**src/rtl/router_pkg.sv**
```systemverilog
// Shared constants for the 1x3 packet router: byte width, FIFO depth,
// header field layout and destination port encodings.
package router_pkg;

  localparam int DATA_W  = 8;
  localparam int DEPTH   = 16;

  localparam int LEN_MSB = DATA_W - 1;
  localparam int LEN_LSB = 2;
  localparam int DEST_W  = 2;

  typedef enum logic [DEST_W-1:0] {
    PORT0 = 2'b00,
    PORT1 = 2'b01,
    PORT2 = 2'b10
  } dest_e;

  function automatic dest_e hdr_dest(input logic [DATA_W-1:0] hdr);
    return dest_e'(hdr[DEST_W-1:0]);
  endfunction

endpackage

```
**src/rtl/router_fifo_mem.sv**
```systemverilog
// Simple dual-port storage for one router output FIFO:
// one write port, one registered read port, no reset.
module router_fifo_mem #(
  parameter int WIDTH  = 9,
  parameter int DEPTH  = 16,
  parameter int ADDR_W = $clog2(DEPTH)
) (
  input  logic              clock,
  input  logic              we,
  input  logic [ADDR_W-1:0] wr_addr,
  input  logic [WIDTH-1:0]  wr_data,
  input  logic              re,
  input  logic [ADDR_W-1:0] rd_addr,
  output logic [WIDTH-1:0]  rd_data
);

  logic [WIDTH-1:0] mem [DEPTH];

  always_ff @(posedge clock) begin
    if (we) mem[wr_addr] <= wr_data;
    if (re) rd_data <= mem[rd_addr];
  end

endmodule

```
**src/rtl/router_fifo.sv**
```systemverilog
// Per-port output FIFO of the 1x3 router: header-tagged byte storage,
// full/empty flags and a read-side packet length tracker.
module router_fifo #(
  parameter int DATA_W = router_pkg::DATA_W,
  parameter int DEPTH  = router_pkg::DEPTH
) (
  input  logic              clock,
  input  logic              reset,
  input  logic              soft_reset,
  input  logic              write_enb,
  input  logic              lfd_state,
  input  logic [DATA_W-1:0] data_in,
  input  logic              read_enb,
  output logic [DATA_W-1:0] data_out,
  output logic              full,
  output logic              empty,
  output logic              pkt_active
);

  localparam int ADDR_W = $clog2(DEPTH);
  localparam int CNT_W  = DATA_W - 1;
  localparam int LSB    = router_pkg::LEN_LSB;

  localparam logic [ADDR_W:0]  PTR_ONE = 1;
  localparam logic [CNT_W-1:0] CNT_ONE = 1;

  logic [ADDR_W:0]  wr_ptr;
  logic [ADDR_W:0]  rd_ptr;
  logic [CNT_W-1:0] cnt_q;
  logic [CNT_W-1:0] bytes_left;
  logic             fresh_q;
  logic             zero_q;
  logic             wr_ok;
  logic             rd_ok;
  logic [DATA_W:0]  rd_word;

  assign empty = (wr_ptr == rd_ptr);
  assign full  = (wr_ptr[ADDR_W] != rd_ptr[ADDR_W]) &&
                 (wr_ptr[ADDR_W-1:0] == rd_ptr[ADDR_W-1:0]);

  assign wr_ok = write_enb && !full && !soft_reset;
  assign rd_ok = read_enb && !empty && !soft_reset;

  router_fifo_mem #(
    .WIDTH (DATA_W + 1),
    .DEPTH (DEPTH),
    .ADDR_W(ADDR_W)
  ) u_mem (
    .clock  (clock),
    .we     (wr_ok),
    .wr_addr(wr_ptr[ADDR_W-1:0]),
    .wr_data({lfd_state, data_in}),
    .re     (rd_ok),
    .rd_addr(rd_ptr[ADDR_W-1:0]),
    .rd_data(rd_word)
  );

  // The word popped last edge only becomes visible now, so its tag is
  // folded into the count here rather than before the edge.
  always_comb begin
    bytes_left = cnt_q;
    if (fresh_q) begin
      if (rd_word[DATA_W])
        bytes_left = {1'b0, rd_word[DATA_W-1:LSB]} + CNT_ONE;
      else if (cnt_q != '0)
        bytes_left = cnt_q - CNT_ONE;
    end
  end

  assign pkt_active = (bytes_left != '0);
  assign data_out   = zero_q ? '0 : rd_word[DATA_W-1:0];

  always_ff @(posedge clock or posedge reset) begin
    if (reset) begin
      wr_ptr  <= '0;
      rd_ptr  <= '0;
      cnt_q   <= '0;
      fresh_q <= 1'b0;
      zero_q  <= 1'b1;
    end else if (soft_reset) begin
      wr_ptr  <= '0;
      rd_ptr  <= '0;
      cnt_q   <= '0;
      fresh_q <= 1'b0;
      zero_q  <= 1'b1;
    end else begin
      if (wr_ok) wr_ptr <= wr_ptr + PTR_ONE;
      if (rd_ok) begin
        rd_ptr <= rd_ptr + PTR_ONE;
        zero_q <= 1'b0;
      end
      cnt_q   <= bytes_left;
      fresh_q <= rd_ok;
    end
  end

endmodule

```
**config.mk**
```make
export PLATFORM = sky130hd
export DESIGN_NAME = router_fifo
export DESIGN_NICKNAME = d
export VERILOG_FILES = /design/src/rtl/router_pkg.sv /design/src/rtl/router_fifo_mem.sv /design/src/rtl/router_fifo.sv
export SDC_FILE = /design/constraint.sdc
export NUM_CORES = 1
export LEC_CHECK = 0
export ABC_CLOCK_PERIOD_IN_PS = 3200
export BUFFER_PORTS_ARGS = -buffer_cell sky130_fd_sc_hd__buf_2
export CORE_UTILIZATION = 55
export DETAILED_ROUTE_END_ITERATION = 8
export GPL_ROUTABILITY_DRIVEN = 0
export GPL_TIMING_DRIVEN = 0
export HOLD_SLACK_MARGIN = 0.02
export PLACE_DENSITY = 0.72
export SKIP_CTS_REPAIR_TIMING = 1
export SYNTH_ARGS = -nofsm -noshare
export SYNTH_HDL_FRONTEND = slang
export SYNTH_HIERARCHICAL = 1
export SYNTH_SLANG_ARGS = --single-unit
```
**constraint.sdc**
```tcl
create_clock -name clock -period 3.2 [get_ports clock]
set_input_delay 0.64 -clock clock [delete_from_list [all_inputs] [get_ports clock]]
set_output_delay 0.64 -clock clock [all_outputs]
set_load 0.005 [all_outputs]
```
==> run metrics, run 1 <==
Synth cell types 50; share of cells above drive strength 1 21.7%; Core ar. 12700 um^2; Crit Path Class reg -> out; P&R area growth vs syn 13.5%; Post-synth EDFFs 153; I/O Buffers 23; Final nets 462; drt pass-1 iters 5; DRT antenna net count 0; max frequency 326 MHz; # DRC 0; pin count of the biggest net entering global routing 20; area of the multi-input gates 2010 um^2; Ports 25; Top FF cell, synth edfxtp_1; CTS tree done; count leader, synth edfxtp_1; chip height 116 um; DR iter-0 viols 381; Post-Synthesis Cells 399; Static Leak 2.77 nW; CP cell instances nor4_4, nand2_1, a222oi_1, and4_1, nand4_1, buf_2; vias in the first global route 3636; GRT overflow 0; Max Cap Viol 0; WL final 14000 um; clock buffer count from CTS 17; slew at the pin with the worst max-slew slack 978 ps; area share of the largest cell type after synthesis 64.0%; num rows 41; Die Area 13500 um^2; buffer depth of the longest clock path 2; GRT Overall Usage 22.4%; detailed placement HPWL 9050 um; H-tree Lvls 4; Vias 3821; max incr delay on CP 490 ps; wire length per cell 22.2 um; syn avg cell area 18.0 um^2; post-synthesis async set-or-reset flop share 11.0%; first-pass GRT wire length 20700 um; Via density 6.08; Slowest cell on crit path dfrtp_1; die width 116 um; Root Driver clkbuf_16; WP data arrival 2430 ps; Worst VDD drop 0.536 mV; max-slew violations 0; setup TNS 0 ps; initial core utilization 56.7%; syn_nets 418; # diodes 0; initial antenna violation count 0; Reg area 5070 um^2; Seq/Total Area, Yosys 70.6%; Worst setup EP type output pin; Worst Slack Setup Final 128 ps; clock skew 6.28 ps; RSZ-0062 raised after global routing false; ranking of synthesized cells by area edfxtp_1 (64%), mux4_2 (6.6%), dfrtp_1 (6.3%), mux4_1 (5.5%), a22oi_1 (1.9%); clk_lat worst skew 420 ps; FF+latch count, synth 172; outcome completed; CTS Sinks 172; pwr/cell area 645 nW/um^2; Worst EP required 2560 ps; part of the cycle the worst path needs 96.0%; top post-synthesis cells by count edfxtp_1 (153), nor2_1 (33), mux4_2 (21); CP max FO 8; cell area after synthesis 7180 um^2; Hold Crit Class in -> async; Place WS -122 ps; synth warn 6; Hold Fails Final Rpt 0; Fill cells 887; final setup vio count 0; area leader, netlist edfxtp_1; post-route minimum period 3070 ps; headroom to the max-slew limit 34.5%; CTS clk-pin slew, worst paths 60 ps; Worst setup SP type flip-flop
==> worst max-delay path: cells and delay by family (launching register included) <==
kind / cells / cell delay [ps]
simple gates: 4 / 950
flops: 1 / 490
buf+inv: 1 / 140
compound gates: 1 / 440
==> registers in the layout, summed over array words and instances (netlist names) <==
| name | cells |
|---|---|
| cnt_q | 7 |
| u_mem/rd_data | 9 |
| u_mem/mem | 144 |
| wr_ptr | 5 |
| zero_q | 1 |
| fresh_q | 1 |
| rd_ptr | 5 |
==> metrics by stage <==
| stage | hold WS [ps] | power [W] | instances | util, % | cell area (um^2) |
|---|---|---|---|---|---|
| 2_1_floorplan | 540 | 0.00307 | 399 | - | 7180 |
| 3_3_place_gp | 565 | 0.00326 | 594 | 59.3 | 7510 |
| 5_1_grt | 369 | 0.00543 | 628 | 64.3 | 8150 |
| 4_1_cts | 324 | 0.00528 | 628 | 64.0 | 8110 |
| 6_report | 322 | 0.00525 | 628 | 64.3 | 8150 |
| 3_5_place_dp | 579 | 0.00328 | 596 | 59.4 | 7530 |
==> layout by cell type (no fill, tap or decap), types with 4 or more instances in the layout <==
cell type / n
nand2_1: 14
nor2b_1: 10
o211ai_1: 4
nor2_1: 30
nor3_1: 6
a21oi_1: 4
nand3_1: 5
xnor2_1: 7
buf_2: 26
clkinv_2: 4
ha_1: 4
clkbuf_16: 17
o21ai_0: 6
mux4_1: 15
nor3b_1: 4
edfxtp_1: 153
nand2b_1: 5
mux4_2: 21
buf_6: 4
xor2_1: 11
a22oi_1: 18
dfrtp_1: 18
clkbuf_1: 6
==> power by group <==
group	total (W)	switching [W]	leakage [nW]	internal [W]
registers	0.00255	0.0000491	1.64	0.00250
logic	0.000690	0.000356	0.851	0.000334
clock network	0.00201	0.000802	0.278	0.00121
==> worst paths after layout <==
kind / from / to / slack [ps] / cells after the start
worst min-delay path: reset / rd_ptr[2]$_DFFE_PP0P_ / 320 / 2
worst max register to register: wr_ptr[1]$_DFFE_PP0P_ / u_mem/mem[0][1]$_DFFE_PP_ / 210 / 7
worst max-delay path: cnt_q[3]$_DFF_PP0_ / pkt_active / 130 / 6
worst min register to register: zero_q$_DFFE_PP1P_ / zero_q$_DFFE_PP1P_ / 600 / 1
min in group clock: zero_q$_DFFE_PP1P_ / zero_q$_DFFE_PP1P_ / 600 / 1
max in group asynchronous: reset / wr_ptr[4]$_DFFE_PP0P_ / 2430 / 2
==> cell families after synthesis <==
kind of cell    share of synthesized area (%)
simple gates                             7.36
mux                                      12.4
buf+inv                                  2.06
xor+xnor                                 2.20
flops                                    70.6
fa+ha+maj                               0.872
compound gates                           4.51
==> metal layers <==
metal	wire, um	up-vias	track usage [%]
met5	0	-	0
met4	314	0	10.1
met3	738	25	4.31
met2	7100	154	36.0
met1	5800	1950	30.1
li1	-	1692	-
==> cell type report <==
| cell class | instances | share of cell area [%] |
|---|---|---|
| plain buffers | 16 | 1.63 |
| multi-input cells | 207 | 24.6 |
| well taps | 172 | 2.64 |
| repair buffers | 25 | 1.57 |
| clock buffers | 18 | 5.27 |
| inverters | 4 | 0.184 |
| clock inverters | 14 | 1.87 |
| flip-flops and latches | 172 | 62.2 |
No activity file was read; power rests on OpenSTA's default activity.
==> run 2: changes to the inputs <==
- ABC_AREA: default -> 1
==> run 2 against run 1 <==
  * Synthesized cell count up 110%
  * Non-clock buffer count rose by 13
  * Global-route usage grew 4.7 points
  * Sequential power about the same
  * Critical endpoint unchanged
==> run metrics, run 2 <==
outcome completed; first-pass GRT wire length 29300 um; Final nets 893; die width 123 um; clock buffer count from CTS 17; critical path depth 12; initial antenna violation count 0; final std cells w/o fill 1065; # DRC 0; pin count of the biggest net entering global routing 20; Post-synth EDFFs 153; area share of the largest cell type after synthesis 57.1%; H-tree Lvls 4; max FFs per register 144; commonest non-fill, non-tap cell in the layout nand2_1; Static Leak 4.14 nW; buffer depth of the longest clock path 2; CTS tree done; count leader, synth nand2_1; P&R area growth vs syn 12.9%; post-route minimum period 2870 ps; Core Util, Final 64.4%; Fill cells 1076; cell area after synthesis 8040 um^2; GRT Overall Usage 27.2%; CP bufs+invs 3; headroom to the max-slew limit 36.5%; detailed placement HPWL 12600 um; setup TNS 0 ps; vias in the first global route 5480; Slowest cell on crit path dfrtp_1; # diodes 0; FF+latch count, synth 172; Ports 25; max-slew violations 0; pwr/cell area 637 nW/um^2; biggest regs u_mem/mem: 144 flops, u_mem/rd_data: 9 flops, cnt_q: 7 flops; Largest Register u_mem/mem; clock skew 8.34 ps; most frequent cells in the layout nand2_1 (254), edfxtp_1 (153), inv_1 (140); Worst path top cell family by delay simple AND/OR/NAND/NOR gates; area leader, netlist edfxtp_1; clk_lat worst skew 420 ps; synth warn 6; Max Cap Viol 0; GRT overflow 0; Worst VDD drop 0.470 mV; drt pass-1 iters 6; WL final 19000 um; final setup vio count 0; Via density 5.52; Post-Synthesis Cells 832; Core ar. 14100 um^2; Worst setup EP type output pin; CTS Sinks 172; RSZ-0062 raised after global routing false; max frequency 349 MHz; Vias 5878; DRT antenna net count 0; CP max FO 7; post-route design area 9080 um^2; share of cells above drive strength 1 10.6%; syn_nets 851; part of the cycle the worst path needs 89.6%; max incr delay on CP 370 ps; WP data arrival 2230 ps; num rows 43; Crit Path Class reg -> out; ranking of synthesized cells by area edfxtp_1 (57%), nand2_1 (12%), nand3_1 (8.5%), inv_1 (6.5%), dfrtp_1 (5.6%); syn avg cell area 9.67 um^2; Reg area 5070 um^2; Hold Crit Class in -> async; chip height 123 um; Worst EP required 2560 ps; post-synthesis async set-or-reset flop share 11.0%; worst r2r path cells 9; Root Driver clkbuf_16; top post-synthesis cells by count nand2_1 (254), edfxtp_1 (153), inv_1 (140); CP cell instances inv_1, ha_1, inv_1, nor2_1, nand3_2, nand2_1, nor2_1, o21ai_0, nand2_1, nor2_1, nand2_1, buf_2; dpl cells 1035; I/O Buffers 23; area of the multi-input gates 2180 um^2; Synth cell types 31; Top FF cell, synth edfxtp_1; wire length per cell 17.9 um; Hold Fails Final Rpt 0; DR iter-0 viols 697; slew at the pin with the worst max-slew slack 949 ps; Cell Area, Placed 8380 um^2; initial core utilization 57.1%; CTS clk-pin slew, worst paths 60 ps; Seq/Total Area, Yosys 63.0%; Worst setup SP type flip-flop; Die Area 15100 um^2
-- run 2: cell count changes after synthesis, moves of 9 or more --
cell / delta
nand3_1: +131
inv_1: +136
nand4_1: +9
mux4_1: -15
nand2_1: +240
a22oi_1: -18
nor2_1: +14
nor3_1: -9
buf_4: +10
nor2b_1: -11
mux4_2: -21
-- run 2: layout make-up --
cell class	count	share of cell area (%)
clock inverter	13	2.99
multi-input combinational	484	24.0
sequential	172	55.8
timing repair buffer	23	1.27
tap	180	2.48
clock buffer	17	4.68
buffer	31	2.63
inverter	145	6.10
-- run 2: layer usage --
| metal | share of wire, % | track usage, % | vias to the layer above |
|---|---|---|---|
| met4 | 3.1 | 13.6 | 0 |
| met3 | 9.1 | 4.66 | 46 |
| met1 | 39 | 35.6 | 2754 |
| met2 | 49 | 43.9 | 322 |
| li1 | - | - | 2756 |
| met5 | 0 | 0 | - |
-- run 2: path summary, 6_finish.rpt --
check | startpoint | end | slack, ps
worst max-delay path | cnt_q[0]$_DFF_PP0_ | pkt_active | 330
worst min-delay path | reset | rd_ptr[3]$_DFFE_PP0P_ | 350
worst max register to register | wr_ptr[1]$_DFFE_PP0P_ | u_mem/mem[8][2]$_DFFE_PP_ | 450
worst min register to register | rd_ptr[4]$_DFFE_PP0P_ | rd_ptr[4]$_DFFE_PP0P_ | 580
max in group asynchronous | reset | cnt_q[3]$_DFF_PP0_ | 2360
min in group clock | read_enb | rd_ptr[2]$_DFFE_PP0P_ | 510
-- run 2: power by group --
part / total [W] / internal (W) / switching [W] / leakage, nW
sequential: 0.00253 / 0.00250 / 0.0000331 / 1.64
combinational: 0.000841 / 0.000267 / 0.000573 / 2.17
clock: 0.00242 / 0.00161 / 0.000808 / 0.339
-- run 2: worst reg2reg max path, delay by kind of cell, from the launching register on --
family / cells / cell delay, ps
flip-flops: 1 / 480
buffers and inverters: 1 / 140
XOR/XNOR: 1 / 210
AND/OR/NAND/NOR: 7 / 1530
-- run 2: cells by family after synthesis --
kind of cell             count (synthesis)  share of synthesized area (%)
AO/OA/AOI/OAI                            8                          0.498
flip-flops                             172                           63.0
buffers and inverters                  176                           9.86
XOR/XNOR                                10                           1.09
adder cells (fa/ha/maj)                  5                          0.778
AND/OR/NAND/NOR                        461                           24.7
-- run 2: stage by stage --
step           hold slack, ps  setup slack (ps)  power [W]
2_1_floorplan             528              1060    0.00311
3_3_place_gp              549               580    0.00337
3_5_place_dp              565               491    0.00339
4_1_cts                   372               363    0.00579
5_1_grt                   425               180    0.00597
6_report                  352               333    0.00579
